$ cat src/rtl/counter_pkg.sv
// Shared types and default widths for the two-level down-counting index
// sequencer (counter_down_with_reload) and its reloadable down-counter.
package counter_pkg;

  localparam int DEFAULT_INNER_WIDTH = 4;
  localparam int DEFAULT_OUTER_WIDTH = 4;

  typedef enum logic [1:0] {
    IDLE = 2'd0,
    RUN  = 2'd1,
    DONE = 2'd2
  } state_e;

endpackage : counter_pkg

$ cat src/rtl/down_counter_reload.sv
// Loadable down-counter that saturates at zero. Reset beats load, and load
// beats decrement. A decrement request at zero is ignored, so the count can
// never wrap.
module down_counter_reload #(
  parameter int WIDTH = 4
) (
  input  logic             clk_i,
  input  logic             rst_i,
  input  logic             load_i,
  input  logic [WIDTH-1:0] load_value_i,
  input  logic             dec_i,
  output logic [WIDTH-1:0] count_o,
  output logic             at_zero_o
);

  logic [WIDTH-1:0] count_q;
  logic [WIDTH-1:0] count_d;

  // Next count: load has priority, otherwise saturating decrement, otherwise hold.
  always_comb begin
    count_d = count_q;
    if (load_i) begin
      count_d = load_value_i;
    end else if (dec_i && (count_q != '0)) begin
      count_d = count_q - WIDTH'(1);
    end else begin
      count_d = count_q;
    end
  end

  // Count register with synchronous clear.
  always_ff @(posedge clk_i) begin
    if (rst_i) begin
      count_q <= '0;
    end else begin
      count_q <= count_d;
    end
  end

  assign count_o   = count_q;
  assign at_zero_o = (count_q == '0);

endmodule : down_counter_reload

$ cat src/rtl/counter_down_with_reload.sv
// Two-level down-counting index sequencer. A start loads the inner and outer
// maxima. The block then emits (outer, inner) pairs from (outer_max, inner_max)
// down to (0, 0) over valid/ready, and pulses done_o after the final beat.
// Optional macro COUNTER_DOWN_ABORT_EN adds abort_i, which cancels a running
// sequence without a done pulse.
module counter_down_with_reload
  import counter_pkg::*;
#(
  parameter int INNER_WIDTH = DEFAULT_INNER_WIDTH,
  parameter int OUTER_WIDTH = DEFAULT_OUTER_WIDTH
) (
  input  logic                   clk_i,
  input  logic                   counter_rst_i,
  input  logic                   start_i,
  input  logic [INNER_WIDTH-1:0] inner_max_i,
  input  logic [OUTER_WIDTH-1:0] outer_max_i,
  input  logic                   idx_ready_i,
`ifdef COUNTER_DOWN_ABORT_EN
  input  logic                   abort_i,
`endif
  output logic                   idx_valid_o,
  output logic [INNER_WIDTH-1:0] inner_idx_o,
  output logic [OUTER_WIDTH-1:0] outer_idx_o,
  output logic                   inner_last_o,
  output logic                   outer_last_o,
  output logic                   busy_o,
  output logic                   done_o
);

  state_e                 state_q, state_d;
  logic [INNER_WIDTH-1:0] inner_max_q, inner_max_d;

  logic                   abort_s;
  logic                   inner_zero_s, outer_zero_s;
  logic                   inner_load_s, inner_dec_s;
  logic                   outer_load_s, outer_dec_s;
  logic [INNER_WIDTH-1:0] inner_load_val_s;
  logic [OUTER_WIDTH-1:0] outer_load_val_s;

`ifdef COUNTER_DOWN_ABORT_EN
  assign abort_s = abort_i;
`else
  assign abort_s = 1'b0;
`endif

  // Sequencer FSM next state. Abort outranks a simultaneous accept.
  // idx_valid_o equals (state == RUN), so an accept is RUN & ready.
  always_comb begin
    state_d = state_q;
    case (state_q)
      IDLE: begin
        if (start_i) begin
          state_d = RUN;
        end else begin
          state_d = IDLE;
        end
      end
      RUN: begin
        if (abort_s) begin
          state_d = IDLE;
        end else if (idx_ready_i && inner_zero_s && outer_zero_s) begin
          state_d = DONE;
        end else begin
          state_d = RUN;
        end
      end
      DONE:    state_d = IDLE;
      default: state_d = IDLE;
    endcase
  end

  // Counter control: load on start, clear on abort, and on each accepted beat
  // decrement inner or wrap it (reload) while stepping outer.
  always_comb begin
    inner_load_s     = 1'b0;
    inner_dec_s      = 1'b0;
    inner_load_val_s = inner_max_q;
    outer_load_s     = 1'b0;
    outer_dec_s      = 1'b0;
    outer_load_val_s = '0;
    inner_max_d      = inner_max_q;
    if ((state_q == IDLE) && start_i) begin
      inner_load_s     = 1'b1;
      inner_load_val_s = inner_max_i;
      outer_load_s     = 1'b1;
      outer_load_val_s = outer_max_i;
      inner_max_d      = inner_max_i;
    end else if ((state_q == RUN) && abort_s) begin
      inner_load_s     = 1'b1;
      inner_load_val_s = '0;
      outer_load_s     = 1'b1;
      outer_load_val_s = '0;
    end else if ((state_q == RUN) && idx_ready_i) begin
      if (!inner_zero_s) begin
        inner_dec_s = 1'b1;
      end else if (!outer_zero_s) begin
        inner_load_s     = 1'b1;
        inner_load_val_s = inner_max_q;
        outer_dec_s      = 1'b1;
      end else begin
        inner_dec_s = 1'b0;
      end
    end else begin
      inner_max_d = inner_max_q;
    end
  end

  // FSM state and latched inner reload value.
  always_ff @(posedge clk_i) begin
    if (counter_rst_i) begin
      state_q     <= IDLE;
      inner_max_q <= '0;
    end else begin
      state_q     <= state_d;
      inner_max_q <= inner_max_d;
    end
  end

  down_counter_reload #(.WIDTH(INNER_WIDTH)) u_inner (
    .clk_i        (clk_i),
    .rst_i        (counter_rst_i),
    .load_i       (inner_load_s),
    .load_value_i (inner_load_val_s),
    .dec_i        (inner_dec_s),
    .count_o      (inner_idx_o),
    .at_zero_o    (inner_zero_s)
  );

  down_counter_reload #(.WIDTH(OUTER_WIDTH)) u_outer (
    .clk_i        (clk_i),
    .rst_i        (counter_rst_i),
    .load_i       (outer_load_s),
    .load_value_i (outer_load_val_s),
    .dec_i        (outer_dec_s),
    .count_o      (outer_idx_o),
    .at_zero_o    (outer_zero_s)
  );

  assign idx_valid_o  = (state_q == RUN);
  assign inner_last_o = idx_valid_o && inner_zero_s;
  assign outer_last_o = idx_valid_o && outer_zero_s;
  assign busy_o       = (state_q != IDLE);
  assign done_o       = (state_q == DONE);

endmodule : counter_down_with_reload
$ cat config.mk
export PLATFORM = sky130hd
export DESIGN_NAME = counter_down_with_reload
export DESIGN_NICKNAME = d
export VERILOG_FILES = /design/src/rtl/counter_pkg.sv /design/src/rtl/down_counter_reload.sv /design/src/rtl/counter_down_with_reload.sv
export SDC_FILE = /design/constraint.sdc
export NUM_CORES = 1
export LEC_CHECK = 0
export CAP_MARGIN = 40
export CORE_MARGIN = 10
export CORE_UTILIZATION = 40
export CTS_CLUSTER_DIAMETER = 120
export DETAILED_ROUTE_END_ITERATION = 16
export PLACE_DENSITY_LB_ADDON = 0.2
export SETUP_SLACK_MARGIN = 0.4
export SLEW_MARGIN = 20
export SYNTH_ARGS = -nofsm -noshare
export SYNTH_HDL_FRONTEND = slang
export SYNTH_SLANG_ARGS = --single-unit
$ cat constraint.sdc
create_clock -name clk_i -period 4.1 [get_ports clk_i]
set_input_delay 1.23 -clock clk_i [delete_from_list [all_inputs] [get_ports clk_i]]
set_output_delay 1.23 -clock clk_i [all_outputs]
set_load 0.05 [all_outputs]
# Word level (Yosys, flattened, before mapping)
# Index checks and enable logic that the tools add are counted.
[totals]
regBits = 14
out_inout_bits = 13
input_bits = 12
[classes]
mux = 18
n_addsub = 2
n_reduce_logical = 16
eq_ne = 2
[op_table]
columns = ["cell", "n"]
rows = [
  ["4-bit two-way mux", 6],
  ["1-bit two-way mux", 10],
  ["1-bit logical AND", 8],
  ["4-bit logical NOT", 2],
  ["4-bit nonzero test", 2],
  ["4-bit by 1-bit subtractor with 4-bit output (second input constant)", 2],
  ["2-bit nonzero test", 3],
  ["2-bit one-hot mux with 2 select lines", 1],
  ["2-bit by 1-bit == test with 1-bit output (second input constant)", 1],
  ["2-bit == test (second input constant)", 1],
  ["2-bit logical NOT", 1],
  ["2-bit two-way mux", 1],
]

# Depth between registers and ports, before layout
[logic_depth]
depth_word = 8
ltp_mapped = 7
ltp_nobuf = 6

# Cells and area by module
# A second synthesis with hierarchy kept.
[unflattened]
cells_unflattened = 102
area_unflattened_um2 = 932.1
[by_module_without_submodules]
columns = ["mod", "instances", "cells_per_inst", "seq_area_each_um2", "area_each_um2"]
rows = [
  ["down_counter_reload", 2, 29, 80.1, 262.8],
  ["counter_down_with_reload", 1, 44, 120.1, 406.6],
]

# Worst setup path before layout
# No wires, ideal clock.
[synth_path]
path_kind = "register -> output"
start = "register u_inner.count_q[0], in the netlist u_inner.count_o[0]"
end = "output inner_last_o"
path_slack_ns = 0.926
path_stages_with_launch = 6
arrival_ns = 1.944
cell_sequence = "dfxtp_1 inv_1 ha_1 or3b_1 buf_6 nor2_1"
[synth_between]
elab_chain_len = 2
[synth_rtl]
columns = ["item", "line_no", "rtl"]
rows = [
  ["from (decl)", "down_counter_reload.sv:16", "logic [WIDTH-1:0] count_q;"],
  ["from (signal assigned)", "down_counter_reload.sv:36", "count_q <= count_d;"],
  ["4-bit logical NOT", "down_counter_reload.sv:41", "assign at_zero_o = (count_q == '0);"],
  ["1-bit logical AND", "counter_down_with_reload.sv:140", "assign inner_last_o = idx_valid_o && inner_zero_s;"],
  ["to (decl)", "counter_down_with_reload.sv:24", "output logic inner_last_o,"],
]
# No other way between the ends.

# Worst setup path after layout
[layout_path]
start = "register u_outer.count_q[0], in the netlist u_outer.count_o[0]"
end = "output outer_last_o"
[layout_between]
elab_chain_len = 2
[layout_rtl]
columns = ["item", "line_no", "rtl"]
rows = [
  ["from (decl)", "down_counter_reload.sv:16", ""],
  ["from (signal assigned)", "down_counter_reload.sv:36", ""],
  ["4-bit logical NOT", "down_counter_reload.sv:41", ""],
  ["1-bit logical AND", "counter_down_with_reload.sv:141", "assign outer_last_o = idx_valid_o && outer_zero_s;"],
  ["to (decl)", "counter_down_with_reload.sv:25", "output logic outer_last_o,"],
]
# No other way between the ends.

==> results by stage <==
Yosys:
- The number of synthesis warnings is 0.
- The area share of the largest cell type after synthesis is 34.8%.
- The flop and latch count out of synthesis is 14.
- Of the synthesized area, sequential elements account for 34.8%.
- Of all flip-flops after synthesis, the portion carrying an async set or reset was 0%.
- The cell count after synthesis is 96.
- The commonest register cell after synthesis is dfxtp_1.
- The number of distinct standard cells referenced by the synthesized netlist is 37.
- The number of nets in the synthesized netlist is 111.
- By area the synthesized netlist is led by dfxtp_1, a21oi_1, nand2_1.
- The synthesized netlist occupies a cell area of 806 sq um.
- A synthesized cell averages 8.39 sq um.
- The synthesized design contains 0 enable-type register cells.
- The largest area contributor in the synthesized netlist is dfxtp_1.

Detailed routing:
- The per-cell via count in the routed design is 5.34.
- The total routed wirelength is 2.08 mm.
- Once detail routing completed, the nets flagged for antenna violations numbered 0.
- Dividing the detail-routed wire length by the instance count gives 14.2 um.
- The number of DRC markers in iteration 0 is 29.
- The overall via count from detail_route is 779.
- In the routed design, unresolved DRC markers number 0.
- For this run, the detailed router's first-pass iteration total came to 6.

Power:
- The total leakage power is 0.417 nW.
- The part of the total power dissipated in sequential elements is 36.7%.
- The proportion of total power due to net switching is 38.9%.
- Overall power consumption after layout is estimated at 0.441 mW.
- The cell internal power dissipation is 0.270 mW.
- The worst IR drop on VDD is 0.188 mV.
- The net load switching power is 0.172 mW.
- Combinational logic is responsible for 39.8% of the overall power.
- The power per standard cell area is 404 nW/um^2.
- The clock network power share is 23.5%.

Min path:
- The worst min-delay path startpoint is inner_max_q[2].
- The instance count along the most critical hold path is 2.
- The worst hold path endpoint is inner_max_q[2].
- The path class of the tightest hold or removal check is reg -> reg.

Flow run:
- The tool flagged a number of max-cap violations equal to 0.

Layout:
- The area growth from synthesis to layout is 35.4%.
- The post-route netlist has 10.1% of its cells at a drive strength greater than 1.
- The net count of the finished layout is 135.
- The antenna cell count is 0.
- Once layout is done, the placed cells without fillers occupy 1090 sq um.
- Leaving out fill and tap cells, the most frequent cells in the layout are clkdlybuf4s50_1, dfxtp_1, nand2_1.
- The library cell used most frequently in the layout, excluding fill and tap cells, is clkdlybuf4s50_1.
- The layout filler cell count is 184.
- The non-filler instance count after layout is 146.

Floorplanning:
- The area of the die is 4210 sq um.
- The die boundary width is 64.9 um.
- The starting density of the core is 41.5%.
- The number of top-level design ports is 25.
- The vertical die dimension is 64.9 um.
- The standard cell core area is 1940 sq um.
- The initialized floorplan defines 16 standard-cell rows.

Setup path:
- Walking the worst path, the cells encountered are inv_1 > ha_1 > or3b_1 > nor2_1 > clkdlybuf4s50_1.
- The type of the worst setup path is reg -> out.
- The register-to-register setup slack is 2.13 ns.
- STA classifies the critical path endpoint as an output pin.
- The maximum fanout count along the critical path is 8.
- The arrival time at the worst endpoint is 2.30 ns.
- The critical-path cell with the highest stage delay is clkdlybuf4s50_1.
- The data required time at the worst endpoint is 2.87 ns.
- The worst reg-to-reg path cell count is 6.
- Among cell families on the critical path, the largest total delay comes from buffers and inverters.
- Counting both buffers and inverters, the worst setup path holds a total of 2.
- The startpoint type of the worst setup path is a flip-flop.
- The largest incremental delay on the critical path is 0.82 ns.
- The startpoint of the most critical register-to-register path is u_inner.count_o[0].
- In this run the critical register-to-register path is captured at u_inner.count_o[0].

Placement:
- The count of buffers added on input and output ports is 24.
- Detailed placement finished with a half-perimeter wire length of 1.54 mm.
- The pre-CTS setup slack is 0.843 ns.
- The total placed cells including tap cells is 142.
- After detailed placement, the total cell area comes to 1050 sq um.
- The routability-driven placement congestion ratio is 0.782.

STA:
- For this run, the top clock speed supported by timing is 283 MHz.
- The final setup violation count is 0.
- Headroom to the max-slew limit came out at 56.4%.
- After layout, the worst path uses 86.1% of the clock period.
- Setup repair after global routing left no endpoint under its margin.
- The shortest period the worst path allows is 3.53 ns.
- Across the routed clock network, the largest skew measured is 0.00319 ns.
- For the pin with the worst max-slew slack, the measured transition is 0.651 ns.
- The worst setup margin is 0.571 ns.
- The number of failing hold endpoints at the final stage is 0.
- The aggregate negative setup slack is 0 ns.
- The final-report max-slew violation count is 0.

GRT:
- Summed over all layers, the global routing overflow is 0.
- The via count of the first global-routing pass is 788.
- In the global route stage, overall resource usage came out at 10.6%.
- The largest net degree at the start of global routing is 16.
- The initial antenna violation count is 0.
- The first global-routing pass estimated 3.68 mm of wire.

CTS:
- The deepest level of the CTS H-tree is 1.
- The cts-stage hold buffer count is 0.
- The number of buffers inserted by post-CTS setup repair is 0.
- The later-pin clock latency in the skew report is 0.28 ns.
- TritonCTS built the clock tree.
- Counting along the longest clock path gives a buffer depth of 2.
- The clock-pin transition on the worst setup and hold timing paths is 0.09 ns.
- Clock tree synthesis inserted a total of 3 buffers.
- The clock root buffer is clkbuf_4.
- The number of sinks driven by the clock tree is 14.

Status:
- The run finished with clean final reports.
[worst register-to-register path: stages, from the launching register on]
cell and delay, ns:
dfxtp_1 0.35, inv_1 0.11, ha_1 0.18, nor3b_1 0.55
o21ai_0 0.18, a311oi_1 0.37, a22o_1 0.17
[registers in the layout (all words and copies together), names as in the netlist]
name             flops
state_q              2
u_outer.count_o      4
u_inner.count_o      4
inner_max_q          4
[repair_timing]
action | CTS | global route
endpoints found under the setup margin | 0 | 1
endpoints found under the hold margin | 0 | 0
resized for setup | 0 | 1
[cell families (layout without fill, tap and decap cells)]
group / count (synthesis) / count (layout) / share of synthesized area, %
fa+ha+maj: 3 / 3 / 4.66
simple gates: 39 / 39 / 28.3
mux: 3 / 3 / 4.04
compound gates: 24 / 24 / 19.3
xor+xnor: 3 / 3 / 3.26
flops: 14 / 14 / 34.8
buf+inv: 10 / 33 / 5.74
[power by group through the flow]
stage               registers [mW]  clock network (mW)  logic (mW)
global route                 0.164               0.111       0.192
global placement             0.164                   0       0.175
CTS                          0.162               0.106       0.177
detailed placement           0.165                   0       0.176
finish                       0.162               0.103       0.176
floorplan                    0.191                   0       0.101
[cells in the mapped netlist, types with 2 or more instances]
cell,instances
a21oi_1,10
o21ai_0,5
inv_1,5
a211oi_1,2
clkbuf_1,3
nor3b_1,2
nor3_1,2
nor2_1,6
or3b_1,2
xor2_1,2
nand3_1,2
dfxtp_1,14
nand4_1,2
ha_1,3
nand2_1,12
a311oi_1,3
[layer usage]
layer  track usage, %  up-vias  part of all wire (%)
met2             16.5       26                    48
li1                 -      391                     -
met5                0        -                     0
met4             5.08        0                   1.3
met1             13.1      358                    45
met3             3.09        4                   5.9
[layout make-up]
type,instances,area (sq um),share of cell area [%]
Multi-Input combinational cell,72,479,43.9
Sequential cell,14,280,25.7
Timing Repair Buffer,24,243,22.2
Clock buffer,4,36.3,3.33
Tap cell,27,33.8,3.10
Inverter,5,18.8,1.72
[stage by stage]
stage	hold WS [ns]	utilization (%)
6_report	0.460	56.2
5_1_grt	0.492	56.2
4_1_cts	0.467	56.1
3_5_place_dp	0.454	54.2
3_3_place_gp	0.442	54.2
2_1_floorplan	0.429	-
[worst max-delay path by stage]
stage / start / end / slack [ns] / cells after the start
CTS: u_inner.count_o[0] / inner_last_o / 0.51 / 5
detailed placement: u_inner.count_o[0] / inner_last_o / 0.84 / 5
global route: u_outer.count_o[0] / outer_last_o / 0.42 / 5
finish: u_outer.count_o[0] / outer_last_o / 0.57 / 5
global placement: u_outer.count_o[0] / outer_last_o / 0.89 / 5
floorplan: u_inner.count_o[0] / inner_last_o / 0.93 / 5
Note: power is estimated with default switching activity, not from simulation.
